### src/rtl/and_or_bist_ctrl.sv
// BIST sequencer for one (A AND B) OR C gate: sweeps all eight input vectors,
// compares Q after a settle delay, and reports mismatch count, first failure and pass/fail.
module and_or_bist_ctrl #(
  parameter int SETTLE_CYC = 1,
  parameter int PASSES     = 1,
  parameter int ERR_W      = 4
) (
  input  logic             clk,
  input  logic             rst_n,
  input  logic             start,
  input  logic             abort,
  output logic             dut_a,
  output logic             dut_b,
  output logic             dut_c,
  input  logic             dut_q,
  output logic             busy,
  output logic             done,
  output logic             pass,
  output logic [ERR_W-1:0] err_cnt,
  output logic             ff_valid,
  output logic [2:0]       ff_vec,
  output logic [2:0]       state_dbg
);

  // Handshake: start is a level accepted only in IDLE (abort has priority);
  // busy spans the whole run and done pulses for one cycle as busy falls.
  localparam logic [2:0] S_IDLE  = 3'd0;
  localparam logic [2:0] S_APPLY = 3'd1;
  localparam logic [2:0] S_WAIT  = 3'd2;
  localparam logic [2:0] S_CHECK = 3'd3;
  localparam logic [2:0] S_DONE  = 3'd4;

  localparam logic [3:0]       SETTLE_LD  = 4'(SETTLE_CYC);
  localparam logic [3:0]       LAST_SWEEP = 4'(PASSES - 1);
  localparam logic [ERR_W-1:0] ERR_MAX    = '1;
  localparam logic [ERR_W-1:0] ERR_ONE    = ERR_W'(1);

  logic [2:0]       state;
  logic [2:0]       vec;
  logic [3:0]       settle_cnt;
  logic [3:0]       sweep;
  logic             exp_bit;
  logic             mismatch;
  logic [ERR_W-1:0] err_next;

  assign {dut_a, dut_b, dut_c} = vec;
  assign state_dbg             = state;

  always_comb begin
    exp_bit  = (vec[2] & vec[1]) | vec[0];
    mismatch = (state == S_CHECK) && (dut_q != exp_bit);
    err_next = err_cnt;
    if (mismatch && (err_cnt != ERR_MAX)) err_next = err_cnt + ERR_ONE;
  end

  always_ff @(posedge clk or negedge rst_n) begin
    if (!rst_n) begin
      state      <= S_IDLE;
      vec        <= 3'd0;
      settle_cnt <= 4'd0;
      sweep      <= 4'd0;
      busy       <= 1'b0;
      done       <= 1'b0;
      pass       <= 1'b0;
      err_cnt    <= '0;
      ff_valid   <= 1'b0;
      ff_vec     <= 3'd0;
    end else begin
      case (state)
        S_IDLE: begin
          done <= 1'b0;
          if (start && !abort) begin
            state    <= S_APPLY;
            vec      <= 3'd0;
            sweep    <= 4'd0;
            err_cnt  <= '0;
            ff_valid <= 1'b0;
            ff_vec   <= 3'd0;
            pass     <= 1'b0;
            busy     <= 1'b1;
          end
        end
        S_APPLY, S_WAIT, S_CHECK: begin
          if (abort) begin
            // Results gathered so far are kept; the in-flight check is dropped.
            state <= S_IDLE;
            busy  <= 1'b0;
            pass  <= 1'b0;
            vec   <= 3'd0;
          end else if (state == S_APPLY) begin
            state      <= S_WAIT;
            settle_cnt <= SETTLE_LD;
          end else if (state == S_WAIT) begin
            if (settle_cnt <= 4'd1) state <= S_CHECK;
            else settle_cnt <= settle_cnt - 4'd1;
          end else begin
            err_cnt <= err_next;
            if (mismatch && !ff_valid) begin
              ff_valid <= 1'b1;
              ff_vec   <= vec;
            end
            if (vec != 3'd7) begin
              vec   <= vec + 3'd1;
              state <= S_APPLY;
            end else if (sweep != LAST_SWEEP) begin
              vec   <= 3'd0;
              sweep <= sweep + 4'd1;
              state <= S_APPLY;
            end else begin
              state <= S_DONE;
              done  <= 1'b1;
              busy  <= 1'b0;
              pass  <= (err_next == '0);
              vec   <= 3'd0;
            end
          end
        end
        S_DONE: begin
          done  <= 1'b0;
          state <= S_IDLE;
        end
        default: state <= S_IDLE;
      endcase
    end
  end

endmodule

### config.mk
export PLATFORM = sky130hd
export DESIGN_NAME = and_or_bist_ctrl
export DESIGN_NICKNAME = d
export VERILOG_FILES = /design/src/rtl/and_or_bist_ctrl.sv
export SDC_FILE = /design/constraint.sdc
export NUM_CORES = 1
export LEC_CHECK = 0
export BUFFER_PORTS_ARGS = -buffer_cell sky130_fd_sc_hd__buf_2
export CAP_MARGIN = 20
export CORE_AREA = 2 2 58 60
export DETAILED_ROUTE_END_ITERATION = 16
export DIE_AREA = 0 0 60 62
export GPL_ROUTABILITY_DRIVEN = 0
export MAX_ROUTING_LAYER = met4
export PLACE_DENSITY = 0.69
export RECOVER_POWER = 100
export SYNTH_ARGS = -nofsm -noshare
export SYNTH_HDL_FRONTEND = slang
export SYNTH_SLANG_ARGS = --single-unit
export TNS_END_PERCENT = 1
### constraint.sdc
create_clock -name clk -period 1.9 [get_ports clk]
set_input_delay 0.57 -clock clk [delete_from_list [all_inputs] [get_ports clk]]
set_output_delay 0.57 -clock clk [all_outputs]
set_load 0.02 [all_outputs]
==> results of run 1 <==
-- critical path, cell delays in order, from the launching register on --
cell and delay, ns:
dfrtp_2 0.47, or4b_4 0.53, a31o_4 0.25, nor3_4 0.18, nor2_2 0.07, a22o_1 0.22
-- worst min-delay path by stage --
stage | endpoint | slack [ns]
floorplan | busy | 0.27
global placement | ff_vec[1] | 0.48
detailed placement | ff_vec[2] | 0.49
CTS | ff_vec[1] | 0.23
global route | done | 0.58
finish | ff_vec[1] | 0.54
-- routing by layer --
layer | share of wire, % | track usage [%] | up-vias
met2 | 52 | 33.2 | 12
li1 | - | - | 630
met4 | 1.3 | 7.30 | 0
met5 | 0 | - | -
met3 | 1.6 | 2.48 | 4
met1 | 45 | 25.0 | 625
-- final cells by class --
class / count / area (µm²)
clock inverter: 1 / 5.00
sequential: 25 / 628
inverter: 10 / 37.5
clock buffer: 3 / 22.5
fill: 284 / 1380
tap: 46 / 57.6
timing repair buffer: 38 / 225
multi-input combinational: 116 / 826
-- timing repair --
item / CTS / global route
pin swaps: 0 / 3
gates cloned: 0 / 0
endpoints found under the hold margin: 0 / 0
setup buffers: 0 / 3
endpoints found under the setup margin: 1 / 12
gates resized for setup: 1 / 10
-- through the flow --
step | setup TNS [ns] | cells | utilization (%) | hold slack, ns
floorplan | -0.319 | 156 | - | 0.274
global placement | -0.231 | 232 | 54.2 | 0.480
detailed placement | -0.473 | 232 | 54.2 | 0.491
CTS | 0 | 236 | 55.3 | 0.232
global route | -0.0177 | 239 | 56.7 | 0.581
finish | 0 | 239 | 56.7 | 0.535
-- power by group --
part,internal [µW],leakage (µW),switching (µW)
clock network,78.8,0.0000177,161
logic,454,0.000493,527
registers,618,0.000335,88.5
total,1150,0.000846,776
-- Yosys cell counts, types with 2 or more instances --
library cell  number  area share, %
nand3_1            6            2.0
or3_1              2           0.85
a21oi_1            5            1.7
a22o_1             6            3.6
clkbuf_1           3           0.76
xnor2_1            4            2.4
nand2b_1           4            1.7
ha_1               7            5.9
nor2_1            24            6.1
nor3_1             3            1.0
o21ai_0           10            3.4
inv_1             10            2.5
dfrtp_1           25             42
nor3b_1            2            1.0
xor2_1             3            1.8
mux2i_1            3            2.0
nand2_1            8            2.0
a31oi_1            2           0.85
nor2b_1            2           0.85
o31ai_1            2            1.0
-- flip-flops by register name (all words and copies together), names as in the netlist --
signal      cells
busy            1
done            1
sweep           4
ff_valid        1
state_dbg       3
settle_cnt      4
pass            1
err_cnt         4
vec             3
ff_vec          3
-- kinds of logic (layout without fill, tap and decap cells) --
kind of cell / after synthesis / in the layout
AO/OA/AOI/OAI: 36 / 36
XOR/XNOR: 7 / 7
adder cells (fa/ha/maj): 7 / 7
buffers and inverters: 15 / 52
flip-flops: 25 / 25
multiplexers: 4 / 4
AND/OR/NAND/NOR: 62 / 62
-- placed cells by master, fill, tap and decap left out, drive strengths merged, types with 3 or more instances in the layout --
master  netlist  final
nor2         24     24
ha            7      7
dfrtp        25     25
nor3          4      4
xor2          3      3
nand3         6      6
mux2i         3      3
a21oi         5      5
nand2b        4      4
a22o          6      6
xnor2         4      4
nand2         8      8
buf           2     29
clkbuf        3     12
inv          10     10
o21ai        11     11
==> impl_summary.md, run 1 <==
GRT
Entering global routing, the biggest net connects 26 pins. The sum of overflow across all layers after global routing is 0. The first global-routing pass estimated 5.31 mm of wire.

The initial antenna violation count is 0. The global router's overall resource usage is 20.0%. The number of global-route vias before repair was 1,200.

Clock tree
Counting every sink on the clock net gives 25. Clock-pin slew was measured on the worst setup and hold paths at between 0.1 and 0.15 ns. The largest buffer count on any clock path is 2.

The number of levels in the clock H-tree is 1. TritonCTS built the clock tree. The root buffer selected by CTS is clkbuf_4. The number of hold buffers added after CTS was 0.

Counting the buffers created by CTS gives 3. Clock latency on the worst-skew pair, taken at its later pin, is 0.32 ns.

STA
Based on the critical path, the design can be clocked at up to between 500 and 600 MHz. The final critical-path share of the clock period is 94.8%. The actual transition at the worst max-transition pin is 1.39 ns.

Across the routed clock network, the largest skew measured is 0.00640 ns. The number of hold violations in the final report is 0. The number of failing setup endpoints in the final timing report is 0.

The routed design could run at a clock period as short as 1.80 ns. Once routing completed, OpenROAD measured the worst setup slack at 0.0989 ns. The worst-case headroom to the max-slew limit is approximately 7.4%.

The total count of max-transition violations in the final report came to 0. Setup repair after global routing could not meet its margin everywhere.

Drt
The residual antenna-violating net count after detailed routing is 0. Dividing the detail-routed via count by the number of cells gives 5.32. The first TritonRoute pass finished after 4 iterations. The sum of routed wire length over all layers is 3.41 mm.

The first-iteration detailed-routing DRC count is 49. The DRC violation count after routing is 0. The routed layout has 1,271 vias.

In the final routed layout, each cell accounts on average for approximately 14 µm.

Die
The die outline height is a little over 60 µm. The placeable core area is 3180 µm². The die covers 3720 µm². The I/O pin count is 22. The floorplan die width is 60 µm. The initialized floorplan defines 21 standard-cell rows.

For this configuration, the core starts out at a cell density of 46.4%.

Power
VDD sags by at most 0.000525 V. The total power draw is 1930 µW. The ratio of total power to cell area is roughly 1100 nW/µm². The static leakage is 0.000846 µW.

Critical path
STA classifies the critical path startpoint as a flop. The worst setup path category is flop to flop. The endpoint of the most critical register-to-register path is ff_vec[0].

The required time of the critical path is 2.12 ns. The length in cells of the worst reg-to-reg path is 5. The register-to-register setup slack is 0.1 ns. Tracing the worst setup path back leads to its startpoint at state_dbg[1].

The most critical setup path has its endpoint at ff_vec[0]. The startpoint of the worst register-to-register path is state_dbg[1]. The maximum fanout encountered on the critical timing path is 6. The endpoint class of the critical path is a flop. Data arrives at the worst endpoint at 2.02 ns.

Synthesis
The unique cell type count in the Yosys netlist is 45. For this run, the leading register cell type out of synthesis is dfrtp_1. The synthesized design contains 0 enable-type register cells. The flip-flop and latch count after synthesis is 25. The fraction of synthesis flops using an asynchronous set or reset pin is 100%. The XOR/XNOR share of the synthesized area is 4.15%.

During synthesis, Yosys emitted a total of 0 warnings. Summing the areas of all fa, ha and maj instances in the mapped netlist gives 5.93% of the synthesized area. Of the post-synthesis cell area, the part taken by muxes is 2.80%. In the synthesized netlist, the number of instances is roughly 160. The number of nets produced by synthesis is 168. The synthesized netlist devotes 17.6% of its cell area to compound gates. In this run the mean area of a mapped cell was 9.46 µm². The combinational family with the most area after synthesis is simple AND/OR/NAND/NOR gates. After Yosys synthesis, and, or, nand and nor cells account for 23.0% of the synthesized area.

The part of the Yosys area used for sequential elements is 42.4%. The combined area of all synthesized cells is 1480 µm².

Place
The minimum setup slack after placement is -0.103 ns. After detailed placement, the total cell area comes to between 1500 and 2000 µm². In this run the tool buffered the top-level ports with 21 buffer cells.

Detailed placement ended at an HPWL of 2.49 mm.

Job
The number of max-capacitance violations reported is 0.

Layout
Relative to the synthesized area, the layout overhead comes to 22.0%. The share of post-route cells with drive strength above 1 is between 20% and 30%. For this run, the post-layout net count is 206. After routing the design area is between 1500 and 2000 µm². 0 antenna diodes ended up in the layout.

Worst hold path
The min-delay analysis places its worst path in the category input pin to async pin.

Run status
The run finished with clean final reports.
(Power assumes the default switching activity.)
==> run 2: changes to the inputs <==
--- a/config.mk
+++ b/config.mk
@@ -14,6 +14,7 @@
 export MAX_ROUTING_LAYER = met4
 export PLACE_DENSITY = 0.69
 export RECOVER_POWER = 100
+export REMOVE_ABC_BUFFERS = 1
 export SYNTH_ARGS = -nofsm -noshare
 export SYNTH_HDL_FRONTEND = slang
 export SYNTH_SLANG_ARGS = --single-unit
==> run 2 against run 1 <==
First-iteration DRC count is 6.1% lower; non-clock buffer count is 1 higher; utilization is 0.31 points lower; clock power is 3% higher; highest routed layer unchanged.
==> impl_summary.md, run 2 (synthesized netlist as in run 1, its figures left out) <==
Critical path
In this run the critical register-to-register path is captured at sweep[2]. The length in cells of the worst reg-to-reg path is 8 (+3). The register-to-register setup slack is 0.04 ns (-0.06 ns).

The worst setup path category is flop to flop. The data arrival time of the critical path was 2.08 ns (+0.06 ns). The required time of the critical path is 2.13 ns (about the same). The maximum fanout encountered on the critical timing path was 4 (-2). The launching element type of the critical path is a flop.

The worst setup path is captured at a flop. The startpoint of the worst register-to-register path is sweep[1].

STA
Setup repair after global routing could not meet its margin everywhere. The post-layout minimum cycle time is 1.86 ns (+0.0554 ns). The number of failing setup endpoints in the final timing report is 0 (unchanged).

The total count of max-transition violations in the final report is 0 (unchanged). The worst-case headroom to the max-slew limit is 12.8% (+5.4 points). The clock tree skew after final layout is 0.00188 ns (-0.00451 ns). The worst hold slack across all endpoints was 0.506 ns (-0.0294 ns). The actual transition at the worst max-transition pin came to 1.31 ns (-0.0808 ns). The number of hold violations in the final report came to 0 (unchanged).

The fmax came to 539 MHz (-3.0%). The final critical-path share of the clock period is 97.7% (+2.9 points).

Drt
The DRC violation count after routing is 0 (unchanged). The first-iteration detailed-routing DRC count was 46 (-6.1%). The iteration count of the initial detailed-routing pass is 4 (unchanged). The total number of vias came to 1,267 (-0.31%). The detail-routed via count per cell is 5.28 (-0.73%).

The routed wirelength normalized by instance count is 13.4 µm (-5.9%). The sum of routed wire length over all layers is 3.22 mm (-5.5%). The residual antenna-violating net count after detailed routing is 0 (unchanged).

GRT
The global-route wire length before repair came to 5.36 mm (+0.90%). The global router's overall resource usage is 19.6% (-0.34 points). The sum of overflow across all layers after global routing is 0 (unchanged). The number of global-route vias before repair came to 1,216 (+1.3%). The initial antenna violation count is 0 (unchanged).

The maximum number of pins on one net before global-route repair is 26 (unchanged).

Die
The I/O pin count is 22 (unchanged). The placeable core area was 3180 µm² (unchanged). The starting density of the core is 46.4% (unchanged). The floorplan die width is 60 µm (unchanged).

The die outline height came to 62 µm (unchanged). The number of standard-cell rows in the floorplan is 21 (unchanged). The die outline area was 3720 µm² (unchanged).

Clock tree
The clock insertion delay at the later pin of the skew report is 0.32 ns (about the same). The clock sink total came to 25 (unchanged). The clock tree from TritonCTS is yes. The largest buffer count on any clock path is 2 (unchanged). The number of clock buffers inserted by TritonCTS is 3 (unchanged).

The number of levels in the clock H-tree is 1 (unchanged). The clock-pin slew on the worst setup and hold paths came to 0.14 ns (about the same). The root buffer selected by CTS is clkbuf_4.

Run status
The flow ran to the end, and the final reports show no timing, DRC or antenna violations.

Layout
The layout net count was 207 (+0.49%). The number of antenna cells inserted is 0 (unchanged). The post-synthesis to final-layout area growth is 21.4%. The design area is 1790 µm² (-0.56%). The utilization of the core after routing came to 56.4% (-0.31 points). The total of fill cells in the finished design is 317 (+12%).

The most common library cell in the layout ignoring fill and taps is dfrtp_1. The largest registers in the layout are err_cnt x4, settle_cnt x4, sweep x4. The share of post-route cells with drive strength above 1 is 24.2% (-2.7 points).

In the layout the commonest cells are dfrtp_1 (25), nor2_1 (24), buf_4 (17), buf_2 (14).

Worst hold path
The path class of the tightest hold or removal check is input pin to async pin.

Power
The ratio of total power to cell area came to 1060 nW/µm² (-1.2%). The switching power total was 764 µW (-1.6%). The portion of total power attributed to sequential cells is 36.4% (-0.3 points). The static leakage is 0.000863 µW (+2.0%). The internal cell power came to 1130 µW (-1.9%). The switching share of power was 40.4% (+0.062 points). The relative contribution of the clock network to total power was 13.0% (+0.6 points).

The fraction of power consumed by combinational cells is 50.6% (-0.3 points). The peak supply drop is 0.000663 V (+26%).

Job
The number of max-capacitance violations reported is 0 (unchanged).

Place
The total of buffers placed on input and output ports is 21 (unchanged). The detailed placer's ending HPWL came to 2.46 mm (-1.3%). The total placed instance area is 1760 µm² (+2.3%).
[run 2: cell count changes in the layout (fill, tap and decap cells not counted), moves of 2 or more]
cell     delta
dfrtp_1     +2
ha_2        -2
dfrtp_2     -2
buf_2       +2
ha_1        +2
[run 2: worst max-delay path by stage]
stage	startpoint	to	cells past startpoint
after CTS	sweep[1]	sweep[2]	8
final	sweep[1]	sweep[2]	8
after global routing	sweep[1]	sweep[3]	8
after detailed placement	abort	ff_vec[1]	6
after floorplan	state_dbg[1]	ff_vec[0]	5
after global placement	abort	ff_vec[0]	6
[run 2: power by group through the flow]
stage	registers (µW)	logic (µW)	clock network, µW
2_1_floorplan	815	454	0
3_3_place_gp	695	923	0
3_5_place_dp	698	945	0
4_1_cts	689	950	252
5_1_grt	700	1060	275
6_report	689	956	247
[run 2: what timing repair did]
action,4_1_cts,5_1_grt
buffers inserted,0,0
resized for setup,0,2
setup endpoints to repair,0,6
hold buffers,0,0
hold endpoints to repair,0,0
[run 2: worst max-delay path, stage by stage, from the launching register on]
cell      delay (ns)
dfrtp_1         0.43
inv_1           0.08
ha_1            0.15
or3b_2          0.46
a211oi_2        0.24
buf_4           0.15
nor3b_1         0.06
xnor2_1         0.14
nor2_1          0.06
[run 2: metal layers]
layer  vias to the layer above  routed length, µm  GRT usage (%)
li1                        635                  -              -
met1                       617               1490           24.7
met2                        13               1630           32.8
met3                         2                 80           2.69
met4                         0                 19           6.03
met5                         -                  0              -
[run 2: per-stage QoR]
| stage | setup TNS [ns] | total power [µW] | cells | worst slack (ns) |
|---|---|---|---|---|
| 3_5_place_dp | -0.193 | 1640 | 236 | -0.0650 |
| 5_1_grt | -0.224 | 2040 | 240 | -0.115 |
| 2_1_floorplan | -0.541 | 1270 | 151 | -0.177 |
| 6_report | 0 | 1890 | 240 | 0.0435 |
| 4_1_cts | 0 | 1890 | 240 | 0.0436 |
| 3_3_place_gp | -0.131 | 1620 | 236 | -0.0440 |
[run 2: area by class of cell]
type	count	area [µm²]	area share (%)
multi-input combinational	116	801	44.7
sequential	25	626	34.9
timing repair buffer	39	244	13.6
tap	46	57.6	3.21
inverter	10	37.5	2.09
clock buffer	4	26.3	1.47
